## config.mk

```make
export PLATFORM = sky130hd
export DESIGN_NAME = fetch_unit
export DESIGN_NICKNAME = d
export VERILOG_FILES = /design/src/rtl/fetch_pkg.sv /design/src/rtl/fetch_queue.sv /design/src/rtl/fetch_unit.sv
export SDC_FILE = /design/constraint.sdc
export NUM_CORES = 1
export LEC_CHECK = 0
export CAP_MARGIN = 20
export CORE_MARGIN = 8
export CORE_UTILIZATION = 45
export DETAILED_ROUTE_END_ITERATION = 12
export PLACE_DENSITY = 0.67
export SYNTH_ARGS = -nofsm -noshare
export SYNTH_HDL_FRONTEND = slang
export SYNTH_SLANG_ARGS = --single-unit
```

## constraint.sdc

```tcl
create_clock -name clk -period 6.35 [get_ports clk]
set_input_delay 0.635 -clock clk [delete_from_list [all_inputs] [get_ports clk]]
set_output_delay 0.635 -clock clk [all_outputs]
set_load 0.1 [all_outputs]
```

## src/rtl/fetch_pkg.sv

```systemverilog
// Shared fetch-front-end constants, queue entry layout and pointer-width helper.
// Optional FETCH_ALIGN_CHECK_EN adds a misaligned-redirect exception entry.
package fetch_pkg;
  localparam logic [31:0] RESET_PC    = 32'hBFC0_0000;
  localparam int          DEF_PC_STEP = 4;
  localparam int          DEF_AW      = 32;
  localparam int          DEF_DW      = 32;

  typedef struct packed {
    logic [DEF_AW-1:0] pc;
    logic [DEF_DW-1:0] inst;
    logic              filled;
    logic              exc;
  } fetch_entry_t;

  function automatic int clog2(input int v);
    int r;
    r = 0;
    while ((1 << r) < v) r = r + 1;
    return r;
  endfunction
endpackage

```

## src/rtl/fetch_queue.sv

```systemverilog
// In-order fetch queue: allocate at tail, fill oldest unfilled, pop at head, flush.
// With FETCH_ALIGN_CHECK_EN a flush can seed one pre-filled exception entry.
module fetch_queue
  import fetch_pkg::*;
#(
  parameter int AW    = 32,
  parameter int DW    = 32,
  parameter int DEPTH = 4,
  localparam int PW   = clog2(DEPTH)
) (
  input  logic          clk,
  input  logic          rst,
  input  logic          flush,
  input  logic          alloc,
  input  logic [AW-1:0] alloc_pc,
  input  logic          fill,
  input  logic [DW-1:0] fill_data,
  input  logic          pop,
`ifdef FETCH_ALIGN_CHECK_EN
  input  logic          exc_push,
  input  logic [AW-1:0] exc_pc,
  output logic          head_exc,
`endif
  output logic [PW:0]   count,
  output logic [PW:0]   unfilled,
  output logic          head_valid,
  output logic [AW-1:0] head_pc,
  output logic [DW-1:0] head_inst
);
  typedef struct packed {
    logic [AW-1:0] pc;
    logic [DW-1:0] inst;
    logic          filled;
`ifdef FETCH_ALIGN_CHECK_EN
    logic          exc;
`endif
  } entry_t;

  entry_t      mem [DEPTH];
  logic [PW:0] head, tail, fptr;

  always_ff @(posedge clk) begin
    if (rst) begin
      head <= '0;
      tail <= '0;
      fptr <= '0;
      for (int i = 0; i < DEPTH; i++) mem[i] <= '0;
    end else if (flush) begin
      head <= '0;
      tail <= '0;
      fptr <= '0;
`ifdef FETCH_ALIGN_CHECK_EN
      if (exc_push) begin
        mem[0].pc     <= exc_pc;
        mem[0].inst   <= '0;
        mem[0].filled <= 1'b1;
        mem[0].exc    <= 1'b1;
        tail          <= (PW+1)'(1);
        fptr          <= (PW+1)'(1);
      end
`endif
    end else begin
      if (alloc) begin
        mem[tail[PW-1:0]].pc     <= alloc_pc;
        mem[tail[PW-1:0]].filled <= 1'b0;
`ifdef FETCH_ALIGN_CHECK_EN
        mem[tail[PW-1:0]].exc    <= 1'b0;
`endif
        tail <= tail + (PW+1)'(1);
      end
      // fptr never equals the tail slot being allocated unless nothing is outstanding
      if (fill && fptr != tail) begin
        mem[fptr[PW-1:0]].inst   <= fill_data;
        mem[fptr[PW-1:0]].filled <= 1'b1;
        fptr <= fptr + (PW+1)'(1);
      end
      if (pop) head <= head + (PW+1)'(1);
    end
  end

  assign count      = tail - head;
  assign unfilled   = tail - fptr;
  assign head_valid = (head != tail) && mem[head[PW-1:0]].filled;
  assign head_pc    = mem[head[PW-1:0]].pc;
  assign head_inst  = mem[head[PW-1:0]].inst;
`ifdef FETCH_ALIGN_CHECK_EN
  assign head_exc   = mem[head[PW-1:0]].exc;
`endif
endmodule

```

## src/rtl/fetch_unit.sv

```systemverilog
// Instruction-fetch front end: PC generation, imem request/grant issue, stale-response drop.
// FETCH_ALIGN_CHECK_EN turns misaligned redirects into a single exception entry and halts fetch.
module fetch_unit
  import fetch_pkg::*;
#(
  parameter int                    ADDR_WIDTH  = 32,
  parameter int                    DATA_WIDTH  = 32,
  parameter logic [ADDR_WIDTH-1:0] INIT_PC     = ADDR_WIDTH'(RESET_PC),
  parameter int                    QUEUE_DEPTH = 4,
  parameter int                    PC_STEP     = DEF_PC_STEP
) (
  input  logic                  clk,
  input  logic                  rst,
  input  logic                  redirect_valid,
  input  logic [ADDR_WIDTH-1:0] redirect_addr,
  output logic                  imem_req,
  output logic [ADDR_WIDTH-1:0] imem_addr,
  input  logic                  imem_gnt,
  input  logic                  imem_rvalid,
  input  logic [DATA_WIDTH-1:0] imem_rdata,
  output logic                  out_valid,
  input  logic                  out_ready,
  output logic [ADDR_WIDTH-1:0] out_pc,
  output logic [DATA_WIDTH-1:0] out_inst,
  output logic                  out_exc
);
  localparam int PW = clog2(QUEUE_DEPTH);

  logic [ADDR_WIDTH-1:0] fetch_pc, head_pc;
  logic [DATA_WIDTH-1:0] head_inst;
  logic [PW:0]           drop_cnt, q_count, q_unfilled, pend;
  logic [PW+1:0]         inflight;
  logic                  issue, rsp_drop, rsp_fill, pop, head_valid, halted;

  // Dropped-but-unreturned requests still occupy the in-flight budget so drop_cnt cannot overflow
  assign inflight = {1'b0, q_count} + {1'b0, drop_cnt};
  assign pend     = drop_cnt + q_unfilled;
  assign imem_req = !rst && !redirect_valid && !halted && (inflight < (PW+2)'(QUEUE_DEPTH));
  assign imem_addr = fetch_pc;
  assign issue    = imem_req && imem_gnt;
  assign rsp_drop = imem_rvalid && (drop_cnt != '0);
  assign rsp_fill = imem_rvalid && (drop_cnt == '0);
  assign out_valid = !rst && head_valid && !redirect_valid;
  assign pop      = out_valid && out_ready;
  assign out_pc   = rst ? '0 : head_pc;
  assign out_inst = rst ? '0 : head_inst;

`ifdef FETCH_ALIGN_CHECK_EN
  logic misaligned, head_exc;
  assign misaligned = redirect_valid && (redirect_addr[1:0] != 2'b00);
  assign out_exc    = !rst && head_exc;
`else
  assign halted  = 1'b0;
  assign out_exc = 1'b0;
`endif

  always_ff @(posedge clk) begin
    if (rst) begin
      fetch_pc <= INIT_PC;
      drop_cnt <= '0;
`ifdef FETCH_ALIGN_CHECK_EN
      halted   <= 1'b0;
`endif
    end else if (redirect_valid) begin
      fetch_pc <= redirect_addr;
      // a response landing in the redirect cycle is discarded here, not counted
      drop_cnt <= pend - (PW+1)'(imem_rvalid && (pend != '0));
`ifdef FETCH_ALIGN_CHECK_EN
      halted   <= misaligned;
`endif
    end else begin
      if (issue)    fetch_pc <= fetch_pc + ADDR_WIDTH'(PC_STEP);
      if (rsp_drop) drop_cnt <= drop_cnt - (PW+1)'(1);
    end
  end

  always_ff @(posedge clk) begin
    if (!rst && imem_rvalid) assert (pend != '0);
  end

  fetch_queue #(.AW(ADDR_WIDTH), .DW(DATA_WIDTH), .DEPTH(QUEUE_DEPTH)) u_queue (
    .clk        (clk),
    .rst        (rst),
    .flush      (redirect_valid),
    .alloc      (issue),
    .alloc_pc   (fetch_pc),
    .fill       (rsp_fill),
    .fill_data  (imem_rdata),
    .pop        (pop),
`ifdef FETCH_ALIGN_CHECK_EN
    .exc_push   (misaligned),
    .exc_pc     (redirect_addr),
    .head_exc   (head_exc),
`endif
    .count      (q_count),
    .unfilled   (q_unfilled),
    .head_valid (head_valid),
    .head_pc    (head_pc),
    .head_inst  (head_inst)
  );
endmodule
```

**Word-level counts from Yosys, hierarchy flattened**

Memories as Yosys holds them, arrays and structs flattened. A register that Yosys moved wholly into a read port is not among the register bits.
Cells that the tools add are included.

- Register bits after elaboration: 44
- Bits in writable memories: 260
- Input port bits: 70
- Output and inout port bits: 99
- Word-level logic and storage cells: 64
- Memories: 1

Memories:

| memory | depth | width | rd ports | clocked after Yosys merged registers in | write ports | line | source |
|---|---|---|---|---|---|---|---|
| u_queue.mem | 4 | 65 | 1 | 1 | 4 | fetch_queue.sv:39 | `entry_t mem [DEPTH];` |

- Add/subtract/negate cells: 10
- Order comparisons: 1
- Equal/unequal tests: 2
- Mux-type cells: 24
- Reduce and logical (&&, ||, !) cells: 21

Operator list:

| cell | number |
|---|---|
| $mux W65 | 2 |
| $reduce_or A65 Y1 | 2 |
| $mux W32 | 4 |
| $add A32 B3 Y32 const B | 1 |
| $mux W2 | 6 |
| $logic_and A1 B1 Y1 | 11 |
| $mux W1 | 10 |
| $add A3 B1 Y3 const B | 3 |
| $mux W3 | 2 |
| $ne A3 B3 Y1 | 2 |
| $reduce_bool A3 Y1 | 2 |
| $sub A3 B3 Y3 | 2 |
| $add A3 B3 Y4 | 1 |
| $lt A4 B3 Y1 const B | 1 |
| $reduce_bool A2 Y1 | 2 |
| $add A3 B3 Y3 | 1 |
| $logic_not A3 Y1 | 1 |
| $sub A3 B1 Y3 | 1 |
| $sub A3 B1 Y3 const B | 1 |
| $logic_not A1 Y1 | 2 |
| $reduce_or A2 Y1 | 1 |

**Depth between registers and ports, before layout**

Gate-level depths: netlist of run 1.

- Word-level depth: 11
- Mapped depth: 16
- Mapped depth without buffers: 15

**Modules after synthesis**

A second synthesis of run 1 with hierarchy kept.

- Cells, all modules: 1068
- Area total of the unflattened synthesis: 14590.2 um2

Modules (own cells, without submodules):

| module | instances | cells an instance | area each (um2) | sequential area each (um2) |
|---|---|---|---|---|
| fetch_queue | 1 | 724 | 11980.2 | 7987.7 |
| fetch_unit | 1 | 344 | 2610.0 | 700.7 |

**Worst setup path after synthesis of run 1**

OpenSTA, ideal clock, no wires.

- Kind: flip-flop to flip-flop
- Start: register u_queue.tail[0]
- End: memory u_queue.mem[3][33] (netlist name) (enable)
- Setup time: 472 ps
- Data arrival time: 4757 ps
- Required time: 5878 ps
- Slack: 1121 ps
- Cell stages (with the launch flop): 11
- Path buffers: 2
- Clock period less this slack: 5229 ps
- Cells stage by stage: dfxtp_1 clkbuf_1 inv_1 ha_1 inv_1 fa_1 ha_1 nor4b_4 nand3_4 buf_6 o31ai_1

RTL lines:

| element | line | source |
|---|---|---|
| start: declaration | fetch_queue.sv:40 | `logic [PW:0] head, tail, fptr;` |
| start signal: assignment | fetch_queue.sv:69 | `tail <= tail + (PW+1)'(1);` |
| end: declaration | fetch_queue.sv:39 |  |

==> results of run 1 <==
==> cells by family (layout without fill, tap and decap cells) <==
logic type / count (synthesis) / after routing
buf+inv: 106 / 276
compound gates: 72 / 72
other cells: 1 / 1
xor+xnor: 22 / 22
fa+ha+maj: 20 / 20
simple gates: 472 / 472
mux: 73 / 73
flops: 306 / 306
==> per-layer routing <==
layer / wire [um] / global-route usage (%)
met5: 13 / 0
met1: 15000 / 23.2
met3: 1740 / 3.39
met2: 17500 / 31.0
met4: 981 / 6.26
==> power groups by stage <==
stage	Clock (mW)	Sequential [mW]	Combinational, mW
6_report	1.94	2.34	0.727
2_1_floorplan	0	2.46	0.425
4_1_cts	1.97	2.34	0.736
3_5_place_dp	0	2.38	0.733
5_1_grt	2.04	2.35	0.777
3_3_place_gp	0	2.38	0.727
==> placed cells by master (no fill, tap or decap), types with 22 or more instances in the layout <==
cell type	instances
clkdlybuf4s50_1	164
edfxtp_1	256
buf_4	25
mux4_2	65
dfxtp_1	48
inv_1	22
nand2_1	38
clkbuf_16	36
nor2_1	49
and2_1	182
and3_1	132
==> critical path, stage by stage, from the launching register on <==
cell,delay [ns]
dfxtp_4,0.80
buf_4,0.49
mux4_2,0.59
and2_1,0.18
clkdlybuf4s50_1,0.96
==> flip-flops by register name, indices dropped and copies added (netlist names), named ones only <==
signal and count:
u_queue.fptr 3, drop_cnt 3, u_queue.mem 260, imem_addr 32, u_queue.tail 3, u_queue.head 3
==> area by class of cell <==
class / instances / area (um2) / area share, %
repair buffers: 191 / 1850 / 10.5
multi-input cells: 660 / 5360 / 30.4
clock inverters: 19 / 160 / 0.910
clock buffers: 43 / 947 / 5.38
inverters: 23 / 86.3 / 0.490
flip-flops and latches: 306 / 8700 / 49.4
well taps: 402 / 503 / 2.86
==> metrics by stage <==
| stage | instances | worst slack (ns) | area (um2) | power [mW] |
|---|---|---|---|---|
| 6_report | 1644 | 2.16 | 17600 | 5.00 |
| 5_1_grt | 1644 | 1.96 | 17600 | 5.17 |
| 3_5_place_dp | 1582 | 2.19 | 16500 | 3.11 |
| 2_1_floorplan | 1072 | 1.12 | 14500 | 2.88 |
| 3_3_place_gp | 1582 | 2.29 | 16500 | 3.10 |
| 4_1_cts | 1644 | 2.05 | 17600 | 5.05 |
==> final timing paths <==
kind / start / to / depth (start not counted)
setup / recovery: register / out_inst[11] / 4
hold / removal: u_queue.mem[3][0]$_SDFFE_PP1P_ / u_queue.mem[3][0]$_SDFFE_PP1P_ / 2
setup reg to reg: u_queue.tail[0]$_SDFFE_PP0P_ / u_queue.mem[2][59]$_SDFFCE_PN0P_ / 10
hold reg to reg: u_queue.mem[3][0]$_SDFFE_PP1P_ / u_queue.mem[3][0]$_SDFFE_PP1P_ / 2
==> metrics.yaml, run 1 <==
grt_max_degree: 130
async_flop_share_pct: 0
crit_arrival_ns: 3.55
fin_util_pct: 55.6
gp_congestion: 0.814
yosys.area_share.adder_pct: 1.88
p_per_area_mw_per_mm2: 284
min_period_ns: 4.19
drive_above_1_share_pct: 13.8
synth_compound_area_share_pct: 3.43
cts_hold_buf: 0
die_w_um: 195
cts-buffers-inserted: 35
finalHoldViolations: 0
status: "finished clean"
portBuffers: 167
finalNetCount: 1307
syn_inst: 1072
cellLeakagePower_nw: 6.77
yosys.area.top_type_share_pct: 53.1
cp_max_fo: 32
syn_to_final_growth_pct: 21.5
synth_commonest_cells: "edfxtp_1 (256), and2_1 (182), and3_1 (132), mux4_2 (65), clkbuf_1 (54)"
critPathRequiredTime_ns: 5.71
switching_power_mw: 1.35
die_area_mm2: 0.0382
syn_area_mm2: 0.0145
synth-xor-area-share_pct: 1.33
dr.pass1.iters: 4
hold_ws_ns: 0.471
vias: 9197
seqPwrFrac_pct: 46.7
synth_top_area_cell: "edfxtp_1"
clock_power_share_pct: 38.7
n_antenna_cell: 0
rows: 65
synth_top_family_by_area: "simple AND/OR/NAND/NOR gates"
path_clk_slew_ns: 0.06
maxCapViolations: 0
ant_nets: 0
wl_per_cell_um: 21.4
antenna_found_initial: 1
finalSetupViolations: 0
n_fill_cell: 2579
synth.area.top_cells: "edfxtp_1 (53%), mux4_2 (10%), and2_1 (7.9%)"
track_usage_pct: 18.3
period_share_pct: 65.9
synth-main-ff-cell: "edfxtp_1"
combPwrFrac_pct: 14.5
startpoint_type: "register"
ir_drop_v: 0.000173
slew_violations: 0
hold_class: "register to register"
worst-r2r-setup-slack_ns: 2.29
finClkSkew_ns: 0.0204
ys_ff_latch: 306
drc: 0
yosysSeqAreaShare_pct: 60.0
die_h_um: 195
clk_latency_ns: 0.51
synth_warnings: 0
p_sw_share_pct: 27.0
cts_tree: "yes"
fin_setup_tns_ns: 0
cts_resized: 0
cts_root_buf: "clkbuf_16"
drt_iter0_markers: 574
max_freq_ghz: 0.239
htree_num_levels: 2
grt_pass1_wl_um: 55400
grt_pass1_vias: 9578
synthMuxAreaShare_pct: 10.7
cts.path.max_buffers: 3
syn_nets: 1162
critPathKind: "register to output pin"
core_mm2: 0.0316
crit_path_end_kind: "output pin"
overflow: 0
synth_cell_types: 64
internal_power_mw: 3.65
clock_sinks: 306
initial_utilization_pct: 45.8
synth-edff-count: 256
synthSimpleGateAreaFrac_pct: 19.5
syn_area_per_cell_um2: 13.5
synth_most_common_cell: "edfxtp_1"
ios: 169
rsz0062_at_grt: "no"
via_per_inst: 5.59
wl_um: 35200
dpl.hpwl_um: 22000
slew_headroom_pct: 30.5
tightest_slew_ns: 1.04
cts_setup_buffers: 0
No activity file was read; power rests on OpenSTA's default activity.
==> run 2: changes to the inputs <==
--- a/config.mk
+++ b/config.mk
@@ -9,7 +9,7 @@
 export CORE_MARGIN = 8
 export CORE_UTILIZATION = 45
 export DETAILED_ROUTE_END_ITERATION = 12
-export PLACE_DENSITY = 0.67
+export PLACE_DENSITY = 0.7
 export SYNTH_ARGS = -nofsm -noshare
 export SYNTH_HDL_FRONTEND = slang
 export SYNTH_SLANG_ARGS = --single-unit
==> constraint.sdc (replaced) <==
create_clock -name clk -period 3.73 [get_ports clk]
set_input_delay 0.373 -clock clk [delete_from_list [all_inputs] [get_ports clk]]
set_output_delay 0.373 -clock clk [all_outputs]
set_load 0.1 [all_outputs]
==> run 2 against run 1 <==
Sequential power grew 70%. Non-clock buffer count grew 13. Cell count grew 0.79%. Routed wire length grew 3.1%. Highest routed layer unchanged. Via count grew 0.52%. Combinational power grew 73%. Clock power grew 72%. Register-to-register slack lost 1.7 ns. Clock-buffer cell count shrank 1. Largest cell class unchanged. Worst hold slack lost 0.19 ns. First-iteration DRC count grew 22%. Die area is the same.
==> metrics.yaml, run 2 (synthesized netlist as in run 1, its figures left out) <==
clock_sinks: 306
wl_um: 36300
post_dp_cell_area_mm2: 0.0165
crit_chain: "inv_1 > ha_1 > inv_1 > fa_1 > xnor2_1 > ha_1 > nor2_1 > nand2_1 > nor3_2 > buf_12"
portBuffers: 167
p_per_area_mw_per_mm2: 486
die_h_um: 195
ios: 169
finClkSkew_ns: 0.0227
crit_arrival_ns: 3.00
tightest_slew_ns: 1.04
hold_class: "primary input to register"
cts-buffers-inserted: 34
crit_path_end_kind: "output pin"
cpLargestDelayFamily: "adder cells"
path_clk_slew_ns: 0.06
p_sw_share_pct: 27.0
maxCapViolations: 0
clock_power_share_pct: 38.9
layout_commonest_cell: "edfxtp_1"
track_usage_pct: 18.7
core_mm2: 0.0316
vias: 9245
grt_max_degree: 101
fin_cells: 1657
fin_setup_tns_ns: 0
combPwrFrac_pct: 14.7
total_power_mw: 8.56
via_per_inst: 5.58
cts_tree: "yes"
stdcell_area_mm2: 0.0176
critPathRequiredTime_ns: 3.36
clk_latency_ns: 0.52
grt_pass1_vias: 9644
startpoint_type: "register"
cts_resized: 0
largest_reg_flops: 260
die_area_mm2: 0.0382
critPathKind: "register to output pin"
cts.path.max_buffers: 3
rows: 65
drt_iter0_markers: 701
slew_violations: 0
status: "finished clean"
top_register: "u_queue.mem"
fin_util_pct: 55.7
fin_ws_ns: 0.353
min_period_ns: 3.38
finalNetCount: 1319
htree_num_levels: 2
initial_utilization_pct: 45.8
hold_ws_ns: 0.278
ir_drop_v: 0.000352
drc: 0
max_freq_ghz: 0.296
dpl.hpwl_um: 22500
wl_per_cell_um: 21.9
die_w_um: 195
cp_max_fo: 5
path_buf_inv: 3
rsz0062_at_grt: "no"
worst-r2r-setup-slack_ns: 0.59
dp_cells: 1595
antenna_found_initial: 2
syn_to_final_growth_pct: 21.7
ant_nets: 0
switching_power_mw: 2.31
worst_path_max_delay_cell: "fa_1"
slew_headroom_pct: 30.3
seqPwrFrac_pct: 46.4
slowest_delay_ns: 0.37
finalSetupViolations: 0
gp_congestion: 0.802
overflow: 0
dr.pass1.iters: 5
cellLeakagePower_nw: 6.96
period_share_pct: 90.5
grt_pass1_wl_um: 56400
final_cell_mix: "edfxtp_1 (256), and2_1 (182), and3_1 (132), clkdlybuf4s50_1 (100), buf_4 (95)"
finalHoldViolations: 0
cts_setup_buffers: 0
cts_root_buf: "clkbuf_16"
drive_above_1_share_pct: 19.5
dp_slack_ns: 0.578
internal_power_mw: 6.25
cts_hold_buf: 0
==> run 2: changes by cell type in the layout (fill, tap and decap cells not counted), moves of 2 or more <==
| cell | before | now |
|---|---|---|
| clkinv_2 | 8 | 5 |
| buf_12 | 1 | 8 |
| clkdlybuf4s50_1 | 164 | 100 |
| buf_4 | 25 | 95 |
| bufinv_16 | 2 | 4 |
| clkbuf_1 | 5 | 7 |
| clkbuf_16 | 36 | 34 |
==> run 2: final timing paths <==
kind / from / to / cells after the start
max: u_queue.tail[0]$_SDFFE_PP0P_ / imem_req / 10
min: rst / drop_cnt[1]$_SDFFE_PP0P_ / 2
max reg2reg: u_queue.tail[0]$_SDFFE_PP0P_ / imem_addr[20]$_SDFFE_PP0N_ / 12
min reg2reg: u_queue.mem[3][0]$_SDFFE_PP1P_ / u_queue.mem[3][0]$_SDFFE_PP1P_ / 2
==> run 2: layer usage <==
| metal | up-vias | wire (um) | GRT usage [%] |
|---|---|---|---|
| li1 | 4319 | - | - |
| met2 | 251 | 18500 | 33.0 |
| met4 | 2 | 803 | 5.42 |
| met1 | 4623 | 15100 | 23.3 |
| met3 | 50 | 1860 | 3.35 |
| met5 | - | 9 | 0 |
==> run 2: area by class of cell <==
type | instances | area (um2)
Tap cell | 402 | 503
Timing Repair Buffer | 204 | 1880
Multi-Input combinational cell | 660 | 5360
Sequential cell | 306 | 8700
Clock buffer | 42 | 891
Inverter | 23 | 86.3
Fill cell | 2600 | 14000
Clock inverter | 19 | 209
Antenna cell | 1 | 2.50
==> run 2: power groups by stage <==
stage                     sequential [mW]  clock, mW  combinational (mW)
after global placement               4.04          0                1.25
after floorplan                      4.18          0               0.726
after global routing                 3.99       3.52                1.33
after detailed placement             4.05          0                1.26
final                                3.98       3.33                1.26
after CTS                            3.98       3.40                1.27
==> run 3: changes to the inputs <==
--- a/config.mk
+++ b/config.mk
@@ -6,10 +6,9 @@
 export NUM_CORES = 1
 export LEC_CHECK = 0
 export CAP_MARGIN = 20
-export CORE_MARGIN = 8
 export CORE_UTILIZATION = 45
 export DETAILED_ROUTE_END_ITERATION = 12
-export PLACE_DENSITY = 0.7
+export PLACE_DENSITY = 0.71
 export SYNTH_ARGS = -nofsm -noshare
 export SYNTH_HDL_FRONTEND = slang
 export SYNTH_SLANG_ARGS = --single-unit
==> run 3 against run 2 <==
Flip-flop and latch count unchanged. Worst hold slack worse by 0.013 ns. Clock-buffer cell count up 12. Fmax down 4.5%. Critical endpoint unchanged. Largest cell class unchanged. Highest routed layer is now met4.
==> metrics.yaml, run 3 (synthesized netlist as in run 1, its figures left out) <==
combPwrFrac_pct: 14.8
largest_reg_flops: 260
worstReg2RegStart: "u_queue.tail[0]$_SDFFE_PP0P_"
post_dp_cell_area_mm2: 0.0165
clock_power_share_pct: 37.8
crit_path_end_kind: "output pin"
switching_power_mw: 2.28
dr.pass1.iters: 6
max_freq_ghz: 0.283
clk_latency_ns: 0.52
cts-buffers-inserted: 34
rr_endpoint: "u_queue.mem[2][34]$_SDFFCE_PN0P_"
grt_pass1_wl_um: 54700
period_share_pct: 94.8
initial_utilization_pct: 45.8
cts_setup_buffers: 0
via_per_inst: 5.67
dp_slack_ns: 0.384
wl_per_cell_um: 20.9
r2r_cells: 10
cts_resized: 0
crit_arrival_ns: 3.16
worst-r2r-setup-slack_ns: 0.37
path_clk_slew_ns: 0.06
stdcell_area_mm2: 0.0176
cts_tree: "yes"
cellLeakagePower_nw: 6.93
n_antenna_cell: 0
rows: 65
holdPathStages: 2
ir_drop_v: 0.000311
die_h_um: 181
antenna_found_initial: 0
track_usage_pct: 21.5
n_fill_cell: 2595
status: "finished clean"
cts_root_buf: "clkbuf_16"
hold_ws_ns: 0.266
drc: 0
die_w_um: 181
internal_power_mw: 6.13
finalHoldViolations: 0
total_power_mw: 8.41
dpl.hpwl_um: 21600
startpoint_type: "register"
vias: 9391
drive_above_1_share_pct: 19.4
fin_ws_ns: 0.194
gp_congestion: 0.818
drt_iter0_markers: 733
grt_max_degree: 129
finalSetupViolations: 0
worstHoldStart: "rst"
p_sw_share_pct: 27.1
cts_hold_buf: 0
grt_pass1_vias: 9565
min_period_ns: 3.54
core_mm2: 0.0316
rsz0062_at_grt: "no"
wl_um: 34700
layout_commonest_cell: "edfxtp_1"
min_to: "drop_cnt[1]$_SDFFE_PP0P_"
cts.path.max_buffers: 3
tightest_slew_ns: 1.03
portBuffers: 167
finClkSkew_ns: 0.0320
slew_violations: 0
seqPwrFrac_pct: 47.4
ios: 169
critPathRequiredTime_ns: 3.36
overflow: 0
cp_max_fo: 10
finalNetCount: 1320
maxCapViolations: 0
fin_setup_tns_ns: 0
die_area_mm2: 0.0329
htree_num_levels: 2
final_cell_mix: "edfxtp_1 (256), and2_1 (182), and3_1 (132), clkdlybuf4s50_1 (100), buf_4 (98)"
hold_class: "primary input to register"
syn_to_final_growth_pct: 21.3
top_register: "u_queue.mem"
p_per_area_mw_per_mm2: 478
clock_sinks: 306
slew_headroom_pct: 31.1
critPathKind: "register to output pin"
ant_nets: 0
## run 3: cell count changes in the layout (fill, tap and decap cells not counted)
cell        delta
clkinv_1       -5
clkinvlp_4     -1
clkinv_8       +1
clkbuf_16      +2
buf_4          +3
buf_12         -2
clkinv_4       +1
clkbuf_8       +3
clkinv_2       -3
inv_6          -2
bufinv_16      -4
clkbuf_1       +7
diode_2        -1
## run 3: power groups by stage
stage | logic [mW] | clock network (mW) | registers, mW
floorplan | 0.726 | 0 | 4.18
detailed placement | 1.25 | 0 | 4.05
CTS | 1.25 | 3.24 | 3.98
finish | 1.24 | 3.18 | 3.98
global placement | 1.23 | 0 | 4.04
global route | 1.33 | 3.37 | 4.00
## run 3: final cells by class
| class | instances | area (um2) | share of cell area [%] |
|---|---|---|---|
| clock inverter | 6 | 55.1 | 0.313 |
| timing repair buffer | 205 | 1860 | 10.6 |
| clock buffer | 54 | 1010 | 5.74 |
| multi-input combinational | 660 | 5360 | 30.5 |
| tap | 402 | 503 | 2.86 |
| sequential | 306 | 8700 | 49.5 |
| inverter | 23 | 86.3 | 0.491 |
## run 3: how the worst max path moves through the flow
| stage | startpoint | end | slack [ns] | cells past startpoint |
|---|---|---|---|---|
| detailed placement | u_queue.tail[0]$_SDFFE_PP0P_ | imem_addr[14]$_SDFFE_PP0N_ | 0.38 | 11 |
| global placement | u_queue.tail[0]$_SDFFE_PP0P_ | u_queue.mem[1][49]$_SDFFCE_PN0P_ | 0.49 | 10 |
| finish | u_queue.tail[0]$_SDFFE_PP0P_ | imem_req | 0.19 | 9 |
| CTS | u_queue.tail[0]$_SDFFE_PP0P_ | imem_req | 0.17 | 9 |
| global route | u_queue.tail[0]$_SDFFE_PP0P_ | imem_req | 0.02 | 10 |
| floorplan | u_queue.tail[0]$_SDFFE_PP0P_ | u_queue.mem[1][33]$_SDFFCE_PN0P_ | 0.07 | 11 |
## run 3: through the flow
stage                     util [%]  std cells
after detailed placement      52.2       1596
final                         55.5       1656
after floorplan                  -       1072
after CTS                     55.5       1656
after global routing          55.5       1656
after global placement        52.2       1596
## run 3: layer usage
layer	wire length, um	track usage (%)	vias to the layer above
li1	-	-	4320
met2	17400	36.6	294
met1	14500	28.3	4714
met5	0	0	-
met4	1020	7.25	0
met3	1730	3.05	63
## run 3: worst max-delay path, stage by stage, from the launching register on
cell	delay (ns)
dfxtp_1	0.58
inv_1	0.23
ha_1	0.25
inv_1	0.06
fa_1	0.41
ha_1	0.29
nand3b_1	0.18
nand2_1	0.09
nor3_2	0.31
buf_12	0.22
